**src/rtl/mul_iter_e.sv**
```systemverilog
// Iterative shift-add multiplier (MUL/MLA) for the execute stage, one multiplier bit per cycle.
// Optional early termination on an exhausted multiplier: define MUL_EARLY_TERM_EN.
module mul_iter_e #(
  parameter int WIDTH = 32,
  parameter int CNTW  = 5
) (
  input  logic             clk,
  input  logic             reset,
  input  logic             StartE,
  input  logic             AccE,
  input  logic             KillE,
  input  logic [WIDTH-1:0] SrcAE,
  input  logic [WIDTH-1:0] SrcBE,
  input  logic [WIDTH-1:0] SrcCE,
  output logic [WIDTH-1:0] MulResultE,
  output logic             MulValidE,
  output logic [1:0]       MulFlagsE,
  output logic             StallMulE,
  output logic             BusyE,
  output logic [1:0]       dbg_state_o
);

  typedef enum logic [1:0] {
    S_IDLE = 2'd0,
    S_BUSY = 2'd1,
    S_DONE = 2'd2
  } state_e;

  state_e            state_q, state_d;
  logic [WIDTH-1:0]  a_q, a_d;
  logic [WIDTH-1:0]  b_q, b_d;
  logic [WIDTH-1:0]  acc_q, acc_d;
  logic [CNTW-1:0]   cnt_q, cnt_d;
  logic              start_ok;
  logic              last_iter;

  assign start_ok = StartE & ~KillE;

  always_ff @(posedge clk or posedge reset) begin
    if (reset) begin
      state_q <= S_IDLE;
      a_q     <= '0;
      b_q     <= '0;
      acc_q   <= '0;
      cnt_q   <= '0;
    end else begin
      state_q <= state_d;
      a_q     <= a_d;
      b_q     <= b_d;
      acc_q   <= acc_d;
      cnt_q   <= cnt_d;
    end
  end

  always_comb begin
    state_d   = state_q;
    a_d       = a_q;
    b_d       = b_q;
    acc_d     = acc_q;
    cnt_d     = cnt_q;
    last_iter = 1'b0;
    case (state_q)
      S_IDLE: begin
        if (start_ok) begin
          a_d     = SrcAE;
          b_d     = SrcBE;
          acc_d   = AccE ? SrcCE : '0;
          cnt_d   = '0;
          state_d = S_BUSY;
        end
      end
      S_BUSY: begin
        if (b_q[0]) acc_d = acc_q + a_q;
        a_d       = a_q << 1;
        b_d       = b_q >> 1;
        cnt_d     = cnt_q + CNTW'(1);
        last_iter = (cnt_q == CNTW'(WIDTH - 1));
`ifdef MUL_EARLY_TERM_EN
        // Remaining multiplier bits are all zero: further iterations add nothing.
        if (b_d == '0) last_iter = 1'b1;
`endif
        if (last_iter) state_d = S_DONE;
      end
      S_DONE:  state_d = S_IDLE;
      default: state_d = S_IDLE;
    endcase
    // A flushed instruction must leave the accumulator untouched.
    if (KillE) begin
      state_d = S_IDLE;
      acc_d   = acc_q;
    end
  end

  assign MulResultE  = acc_q;
  assign MulValidE   = (state_q == S_DONE);
  assign MulFlagsE   = {acc_q[WIDTH-1], (acc_q == '0)};
  assign BusyE       = (state_q == S_BUSY);
  // Gated by reset so the stall drops at once even while StartE is still held.
  assign StallMulE   = ~reset & (((state_q == S_IDLE) & start_ok) | (state_q == S_BUSY));
  assign dbg_state_o = state_q;

endmodule

```
**config.mk**
```make
export PLATFORM = sky130hd
export DESIGN_NAME = mul_iter_e
export DESIGN_NICKNAME = d
export VERILOG_FILES = /design/src/rtl/mul_iter_e.sv
export SDC_FILE = /design/constraint.sdc
export NUM_CORES = 1
export LEC_CHECK = 0
export ABC_AREA = 1
export CAP_MARGIN = 20
export CELL_PAD_IN_SITES_DETAIL_PLACEMENT = 1
export CELL_PAD_IN_SITES_GLOBAL_PLACEMENT = 1
export CORE_MARGIN = 4
export CORE_UTILIZATION = 37
export CTS_CLUSTER_SIZE = 24
export DETAILED_ROUTE_END_ITERATION = 6
export PLACE_DENSITY = 0.87
export SLEW_MARGIN = 30
export SYNTH_ARGS = -nofsm -noshare
export SYNTH_HDL_FRONTEND = slang
export SYNTH_SLANG_ARGS = --single-unit
```
**constraint.sdc**
```tcl
create_clock -name clk -period 4.3 [get_ports clk]
set_input_delay 0.645 -clock clk [delete_from_list [all_inputs] [get_ports clk]]
set_output_delay 0.645 -clock clk [all_outputs]
set_load 0.02 [all_outputs]
```
==> reports/metrics.cfg, run 1 <==
[synth]
ys_ff_latch=103
ys_warn_count=0
synth_area_sq_mm=0.00709
syn_inst=1054
synth_cell_types=33
synth_fp_nets=1189
syn_avg_cell_area_sq_um=6.72
yosys-top-cells-area=dfrtp_1, nand2_1, inv_1
synth_top_cell_by_area=dfrtp_1
yosysSeqAreaShare_pct=36.4
netlist.area_leader.share_pct=36.4

[floorplan]
die_w_um=146
coreArea_sq_mm=0.0188
rows=50
pin_count=140
dieArea_sq_mm=0.0214
initial_utilization_pct=37.8
die_y_um=146

[placement]
portBuffers=139
gp_congestion=0.957
hpwlAfterDp_mm=19.0

[route]
routedWlPerCell_um=17.1
routed_wl_mm=24.2
drcViolationCount=0
drtIter0Drc=405
vias=7429
avgViaCountPerCell=5.27
ant_nets=0
drtPass1Iterations=5

[clock_tree]
holdBufCountCts=0
cts.sinks=103
cts_buffer_depth=2
cts_resized=0
numCtsBuffers=9
clockRootBuffer=clkbuf_16
clock_latency_ns=0.37
tritoncts=yes
post_cts_buffers=0
clkSlewWorstSetupHoldPaths_ns=0.08
h-tree-depth=3

[outcome]
outcome=finished clean

[sta]
drv_slew=0
fmax_ghz=0.333
setup_violations=0
tns_ns=0
period_share_pct=69.9
finalClockSkew_ns=0.00907
min_period_ns=3.01
hold_viol_final=0
slew-limit-headroom_pct=48.2
rsz0062_at_grt=false
worst_slew_pin_slew_ns=0.776

[setup_path]
critPathCaptureType=output port
path_cells=nor4_1, nand4_1, nor2_1, clkdlybuf4s50_1
cp_slowest_cell=clkdlybuf4s50_1
cp_top_family=simple AND/OR/NAND/NOR gates
path_max_fanout=4
crit_required_ns=3.65
cp.buffers_inverters=1
path_class=reg -> out
crit_arrival_ns=2.36
max_stage_delay_ns=0.63
cp-start-kind=flop

[grt]
gr-total-overflow=0
grt_use_total_pct=22.7
grt_max_degree=70
grt_pass1_vias=7645
antenna_found_initial=2
grt_pass1_wl_mm=39.2

[layout]
n_antenna_cell=0
syn_to_final_growth_pct=26.4
final_nets=1307
layout-drive-gt1-share_pct=3.14

[hold_path]
hp-class=reg -> reg

[flow_run]
cap_violations=0

[pwr]
cellLeakagePower_uw=0.00439
power.total_uw=5480
powerDensity_mw_per_mm2=612
ir_drop_v=0.000234

## area by class of cell
type                    count  area (sq um)
inverters                 153           578
fillers                  2421          9810
multi-input cells         757          3730
clock inverters             5          72.6
flip-flops and latches    103          2580
clock buffers              11           253
repair buffers            148          1460
well taps                 234           293
## stage by stage
| stage | util [%] | area (sq um) | setup WS, ns | hold slack [ns] | std cells |
|---|---|---|---|---|---|
| global placement | 46.0 | 8630 | 1.35 | 0.492 | 1395 |
| floorplan | - | 7090 | 0.951 | 0.466 | 1054 |
| CTS | 47.7 | 8960 | 1.27 | 0.518 | 1411 |
| finish | 47.7 | 8960 | 1.29 | 0.515 | 1411 |
| global route | 47.7 | 8960 | 1.21 | 0.528 | 1411 |
| detailed placement | 46.0 | 8630 | 1.25 | 0.493 | 1395 |
## final timing paths
check,to,startpoint,slack (ns),cells past startpoint
setup / recovery,MulFlagsE[0],MulResultE[24]$_DFFE_PP0P_,1.29,4
hold / removal,cnt_q[4]$_DFFE_PP0P_,cnt_q[4]$_DFFE_PP0P_,0.51,1
setup reg to reg,MulResultE[4]$_DFFE_PP0P_,dbg_state_o[0]$_DFFE_PP0P_,1.79,7
hold reg to reg,cnt_q[4]$_DFFE_PP0P_,cnt_q[4]$_DFFE_PP0P_,0.51,1
max in group asynchronous,a_q[22]$_DFFE_PP0P_,reset,2.66,3
min in group asynchronous,dbg_state_o[0]$_DFFE_PP0P_,reset,0.80,2
## flip-flops by register name, indices dropped and copies added (netlist names)
| register | cells |
|---|---|
| cnt_q | 5 |
| MulResultE | 32 |
| b_q | 32 |
| a_q | 32 |
| dbg_state_o | 2 |
## routing by layer
layer  GRT usage, %  vias up  share of wire (%)
met3           3.41       29                4.6
met1           29.6     3606                 44
met2           39.2      143                 49
met5              0        -               0.11
li1               -     3647                  -
met4           6.35        4                1.7
## cells in the mapped netlist, drive strengths merged
library cell / number
inv: 153
o221ai: 1
nand3b: 3
dfrtp: 103
xnor2: 1
fa: 1
ha: 33
a22oi: 2
buf: 25
a22o: 3
nor4: 8
o21bai: 3
nand3: 44
a21oi: 93
a31oi: 32
nor3: 3
or2: 1
nand4: 6
a21o: 1
nand2: 329
o21ai: 49
nor2: 111
xor2: 3
o211ai: 29
clkbuf: 16
a32o: 1
## cells in the final DEF (no fill, tap or decap), types with 3 or more instances in the layout
cell type        Yosys  final
nor4_1               8      8
nand3b_1             3      3
nor2_1             107    107
ha_1                33     33
clkdlybuf4s50_1      0    139
buf_4                7      9
dfrtp_1            103    103
o211ai_1            29     29
xor2_1               3      3
o21ai_0             44     44
nand3_1             44     44
nand4_1              6      6
inv_1              148    147
a31oi_1             32     32
a22o_1               3      3
o21bai_1             3      3
o21ai_1              5      5
nor3_1               3      3
a21oi_1             93     93
nand2_1            329    329
inv_2                5      4
clkbuf_16            0      9
## power by group
group | switching, uW | leakage [uW] | internal [uW] | total, uW
clock network | 425 | 0.000159 | 495 | 919
registers | 308 | 0.00121 | 1260 | 1560
logic | 1900 | 0.00302 | 1100 | 3000
total | 2630 | 0.00439 | 2850 | 5480
## logic make-up after synthesis
group           count (synthesis)  share of synthesized area, %
xor+xnor                        4                         0.494
buf+inv                       194                          11.0
simple gates                  505                          28.5
compound gates                214                          17.4
flops                         103                          36.4
fa+ha+maj                      34                          6.11
Note: power is estimated with default switching activity, not from simulation.
==> run 2, diff against run 1 <==
- clock period: 4.3 -> 2.8 ns (I/O delays scaled with it)
==> reports/metrics.cfg, run 2 (same netlist as run 1, synthesis figures left out) <==
[outcome]
outcome=finished clean  ; unchanged

[sta]
fmax_ghz=0.374
min_period_ns=2.67
worst_slew_pin_slew_ns=0.643  ; was 0.776 ns
slew-limit-headroom_pct=57.1  ; was 48.2%
setup_violations=0  ; unchanged
hold_ws_ns=0.511  ; was 0.515 ns
hold_viol_final=0  ; unchanged
finalClockSkew_ns=0.0150  ; was 0.00907 ns
rsz0062_at_grt=false  ; unchanged
period_share_pct=95.4
tns_ns=0  ; unchanged
drv_slew=0  ; unchanged

[route]
drtPass1Iterations=4  ; was 5
avgViaCountPerCell=5.19  ; was 5.27
drcViolationCount=0  ; unchanged
drtIter0Drc=381  ; was 405
routedWlPerCell_um=17.2  ; was 17.1 um
vias=7359  ; was 7429
routed_wl_mm=24.4  ; was 24.2 mm
ant_nets=0  ; unchanged

[setup_path]
crit_required_ns=2.38  ; was 3.65 ns
timing.rr.start=MulResultE[0]$_DFFE_PP0P_  ; was dbg_state_o[0]$_DFFE_PP0P_
path_max_fanout=5  ; was 4
critPathCaptureType=output port  ; unchanged
critical_path.endpoint=MulFlagsE[0]  ; unchanged
crit_arrival_ns=2.25  ; was 2.36 ns
r2r-end=MulResultE[28]$_DFFE_PP0P_  ; was MulResultE[4]$_DFFE_PP0P_
rr_worst_depth=11  ; was 7
r2r_slack_ns=0.47  ; was 1.79 ns
startpoint=MulResultE[1]$_DFFE_PP0P_  ; was MulResultE[24]$_DFFE_PP0P_
cp-start-kind=flop  ; unchanged
path_class=reg -> out  ; unchanged

[floorplan]
dieArea_sq_mm=0.0214  ; unchanged
die_y_um=146  ; unchanged
die_w_um=146  ; unchanged
coreArea_sq_mm=0.0188  ; unchanged
initial_utilization_pct=37.8  ; unchanged
pin_count=140  ; unchanged
rows=50  ; unchanged

[grt]
gr-total-overflow=0  ; unchanged
grt_max_degree=104  ; was 70
grt_use_total_pct=22.8  ; was 22.7%
antenna_found_initial=1  ; was 2
grt_pass1_vias=7579  ; was 7645
grt_pass1_wl_mm=39.3  ; was 39.2 mm

[pwr]
cellLeakagePower_uw=0.00441  ; was 0.00439 uW
ir_drop_v=0.000364  ; was 0.000234 V
powerDensity_mw_per_mm2=928  ; was 612 mW/mm^2

[flow_run]
cap_violations=0  ; unchanged

[layout]
mostFrequentLayoutCells=nand2_1, inv_1, clkdlybuf4s50_1  ; unchanged
syn_to_final_growth_pct=27.9  ; was 26.4%
multi_input_area_sq_mm=0.00377  ; was 0.00373 sq mm
finalInstanceArea_sq_mm=0.00907  ; was 0.00896 sq mm
seq_area_sq_mm=0.00258  ; unchanged
fillCellCount=2450  ; was 2421
layout-drive-gt1-share_pct=3.89  ; was 3.14%
final_common_cell=nand2_1  ; unchanged
final_nets=1312  ; was 1307

[clock_tree]
clkSlewWorstSetupHoldPaths_ns=0.08  ; about the same
numCtsBuffers=9  ; unchanged
clock_latency_ns=0.36  ; was 0.37 ns
holdBufCountCts=0  ; unchanged
cts.sinks=103  ; unchanged
tritoncts=yes  ; unchanged
h-tree-depth=3  ; unchanged
cts_buffer_depth=2  ; unchanged
post_cts_buffers=0  ; unchanged
clockRootBuffer=clkbuf_16  ; unchanged

[placement]
gp_congestion=0.893  ; was 0.957
place_area_sq_mm=0.00872  ; was 0.00863 sq mm
hpwlAfterDp_mm=19.1  ; was 19.0 mm
portBuffers=139  ; unchanged

[hold_path]
hp-class=reg -> reg  ; unchanged

## run 2: repair_timing
action / CTS / global route
hold endpoints to repair: 0 / 0
resized for setup: 2 / 4
endpoints found under the setup margin: 1 / 1
## run 2: layout make-up
cell class / count / area share (%)
antenna: 1 / 0.0276
clock buffer: 10 / 2.64
clock inverter: 6 / 0.649
inverter: 153 / 6.39
multi-input combinational: 757 / 41.6
sequential: 103 / 28.4
tap: 234 / 3.23
timing repair buffer: 153 / 17.1
## run 2: worst min path at each step
stage,from,end,slack (ns),cells after the start
after floorplan,b_q[31]$_DFFE_PP0P_,b_q[31]$_DFFE_PP0P_,0.47,1
after global placement,b_q[31]$_DFFE_PP0P_,b_q[31]$_DFFE_PP0P_,0.49,1
after global routing,b_q[31]$_DFFE_PP0P_,b_q[31]$_DFFE_PP0P_,0.54,1
after detailed placement,b_q[31]$_DFFE_PP0P_,b_q[31]$_DFFE_PP0P_,0.50,1
final,b_q[31]$_DFFE_PP0P_,b_q[31]$_DFFE_PP0P_,0.51,1
after CTS,b_q[31]$_DFFE_PP0P_,b_q[31]$_DFFE_PP0P_,0.51,1
## run 2: power by group
| group | switching (uW) | internal (uW) |
|---|---|---|
| registers | 491 | 1930 |
| clock network | 657 | 655 |
| logic | 2960 | 1730 |
| total | 4110 | 4310 |
## run 2: critical path: stages, from the launching register on
cell and delay [ns]:
dfrtp_1 0.45, nor4_1 0.39, nand4_1 0.17, nor2_1 0.23
clkdlybuf4s50_1 0.65
## run 2: metrics by stage
stage,setup slack [ns],util [%],std cells,power (uW)
2_1_floorplan,0.825,-,1054,5390
3_3_place_gp,0.339,46.5,1400,6820
3_5_place_dp,0.314,46.5,1400,7020
4_1_cts,0.0339,48.1,1416,8400
5_1_grt,0.0148,48.3,1416,9150
6_report,0.129,48.3,1417,8420
## run 2: layer usage
layer	GRT usage, %	vias up	wire [um]	part of all wire (%)
li1	-	3641	-	-
met1	29.1	3528	10900	45
met2	38.6	144	11700	48
met3	5.06	44	1140	4.7
met4	7.01	2	622	2.6
met5	0	-	13	0.053
==> run 3, diff against run 2 <==
- PLACE_DENSITY: 0.87 -> not set
- PLACE_DENSITY_LB_ADDON: not set -> 0.12
- SETUP_SLACK_MARGIN: not set -> 0.4
==> reports/metrics.cfg, run 3 (same netlist as run 1, synthesis figures left out) <==
[placement]
hpwlAfterDp_mm=19.0  ; was 19.1 mm
place_area_sq_mm=0.00868  ; was 0.00872 sq mm
gp_congestion=0.926  ; was 0.893
portBuffers=139  ; unchanged
place_ws_ns=0.327  ; was 0.314 ns

[layout]
n_antenna_cell=0  ; was 1
final_nets=1309  ; was 1312
syn_to_final_growth_pct=27.5  ; was 27.9%
finalInstanceArea_sq_mm=0.00903  ; was 0.00907 sq mm
final_common_cell=nand2_1  ; unchanged
mostFrequentLayoutCells=nand2_1, inv_1, clkdlybuf4s50_1  ; unchanged
layout-drive-gt1-share_pct=3.90  ; was 3.89%

[setup_path]
timing.rr.start=MulResultE[3]$_DFFE_PP0P_  ; was MulResultE[0]$_DFFE_PP0P_
r2r_slack_ns=0.60  ; was 0.47 ns
startpoint=MulResultE[28]$_DFFE_PP0P_  ; was MulResultE[1]$_DFFE_PP0P_
crit_required_ns=2.38  ; about the same
path_max_fanout=4  ; was 5
path_class=reg -> out  ; unchanged
cp-start-kind=flop  ; unchanged
max_stage_delay_ns=0.44  ; was 0.65 ns
critical_path_depth=4  ; unchanged
critPathCaptureType=output port  ; unchanged
r2r-end=MulResultE[23]$_DFFE_PP0P_  ; was MulResultE[28]$_DFFE_PP0P_
path_cells=nor4_2, nand4_1, nor2_1, dlygate4sd2_1  ; was nor4_1, nand4_1, nor2_1, clkdlybuf4s50_1
crit_arrival_ns=1.91  ; was 2.25 ns
cp_slowest_cell=dfrtp_1  ; was clkdlybuf4s50_1
cp.buffers_inverters=1  ; unchanged
cp_top_family=simple AND/OR/NAND/NOR gates  ; unchanged
rr_worst_depth=11  ; unchanged

[sta]
setup_slack_ns=0.472  ; was 0.129 ns
tns_ns=0  ; unchanged
rsz0062_at_grt=false  ; unchanged
period_share_pct=83.1  ; was 95.4%
worst_slew_pin_slew_ns=0.833  ; was 0.643 ns
slew-limit-headroom_pct=44.5  ; was 57.1%
fmax_ghz=0.430  ; was 0.374 GHz
hold_viol_final=0  ; unchanged
min_period_ns=2.33  ; was 2.67 ns
setup_violations=0  ; unchanged
finalClockSkew_ns=0.00882  ; was 0.0150 ns
drv_slew=0  ; unchanged

[floorplan]
coreArea_sq_mm=0.0188  ; unchanged
dieArea_sq_mm=0.0214  ; unchanged
die_y_um=146  ; unchanged
initial_utilization_pct=37.8  ; unchanged
die_w_um=146  ; unchanged
rows=50  ; unchanged
pin_count=140  ; unchanged

[clock_tree]
holdBufCountCts=0  ; unchanged
numCtsBuffers=9  ; unchanged
clock_latency_ns=0.35  ; was 0.36 ns
cts_buffer_depth=2  ; unchanged
cts.sinks=103  ; unchanged
clockRootBuffer=clkbuf_16  ; unchanged
tritoncts=yes  ; unchanged
clkSlewWorstSetupHoldPaths_ns=0.08  ; about the same
h-tree-depth=3  ; unchanged

[grt]
grt_max_degree=90  ; was 104
grt_pass1_wl_mm=38.7  ; was 39.3 mm
antenna_found_initial=2  ; was 1
gr-total-overflow=0  ; unchanged
grt_use_total_pct=22.5  ; was 22.8%
grt_pass1_vias=7376  ; was 7579

[pwr]
cellLeakagePower_uw=0.00440  ; was 0.00441 uW
powerDensity_mw_per_mm2=935  ; was 928 mW/mm^2
ir_drop_v=0.000319  ; was 0.000364 V
power.total_uw=8440  ; was 8420 uW

[outcome]
outcome=finished clean  ; unchanged

[route]
routedWlPerCell_um=17.1  ; was 17.2 um
wl_met3_um=952  ; was 1.14 mm
vias=7258  ; was 7359
wl_met2_mm=11.6  ; was 11.7 mm
top_layer_used=met5  ; unchanged
routed_wl_mm=24.2  ; was 24.4 mm
drtPass1Iterations=4  ; unchanged
ant_nets=0  ; unchanged
drtIter0Drc=300  ; was 381
drcViolationCount=0  ; unchanged
avgViaCountPerCell=5.14  ; was 5.19
wl_met1_mm=11.4  ; was 10.9 mm

[flow_run]
cap_violations=0  ; unchanged

[hold_path]
hp-class=in -> async  ; was reg -> reg

==> run 3: changes by cell type in the layout (fill, tap and decap cells not counted), sizes merged, moves of 2 or more <==
cell / change
clkdlybuf4s50: -2
dlygate4sd2: +2
buf: -3
inv: -2
==> run 3: per-layer routing <==
| metal | track usage (%) | vias to the layer above |
|---|---|---|
| li1 | - | 3631 |
| met1 | 30.7 | 3498 |
| met2 | 38.1 | 105 |
| met3 | 4.07 | 20 |
| met4 | 3.86 | 4 |
| met5 | 0 | - |
==> run 3: metrics by stage <==
| stage | util (%) | instances | hold slack [ns] |
|---|---|---|---|
| 2_1_floorplan | - | 1054 | 0.466 |
| 3_3_place_gp | 46.2 | 1397 | 0.488 |
| 3_5_place_dp | 46.2 | 1397 | 0.506 |
| 4_1_cts | 48.0 | 1412 | 0.440 |
| 6_report | 48.1 | 1412 | 0.437 |
| 5_1_grt | 48.1 | 1412 | 0.460 |
==> run 3: worst max path at each step <==
| stage | endpoint | slack [ns] |
|---|---|---|
| 6_report | MulFlagsE[0] | 0.47 |
| 5_1_grt | MulFlagsE[0] | 0.41 |
| 4_1_cts | MulResultE[28]$_DFFE_PP0P_ | 0.46 |
| 3_5_place_dp | StallMulE | 0.33 |
| 3_3_place_gp | StallMulE | 0.35 |
| 2_1_floorplan | MulResultE[20]$_DFFE_PP0P_ | 0.82 |
==> run 3: layout make-up <==
| class | instances | area [sq um] |
|---|---|---|
| inverters | 153 | 579 |
| repair buffers | 150 | 1500 |
| clock inverters | 6 | 77.6 |
| flip-flops and latches | 103 | 2580 |
| well taps | 234 | 293 |
| clock buffers | 9 | 225 |
| multi-input cells | 757 | 3790 |
| fillers | 2384 | 9730 |
==> run 3: report_power, final <==
part / switching [uW] / internal [uW]
registers: 488 / 1930
logic: 2960 / 1720
clock network: 639 / 708
==> run 3: what timing repair did <==
| item | 4_1_cts | 5_1_grt |
|---|---|---|
| pin swaps | 0 | 0 |
| setup endpoints to repair | 2 | 8 |
| resized for setup | 8 | 4 |
| setup buffers | 0 | 0 |
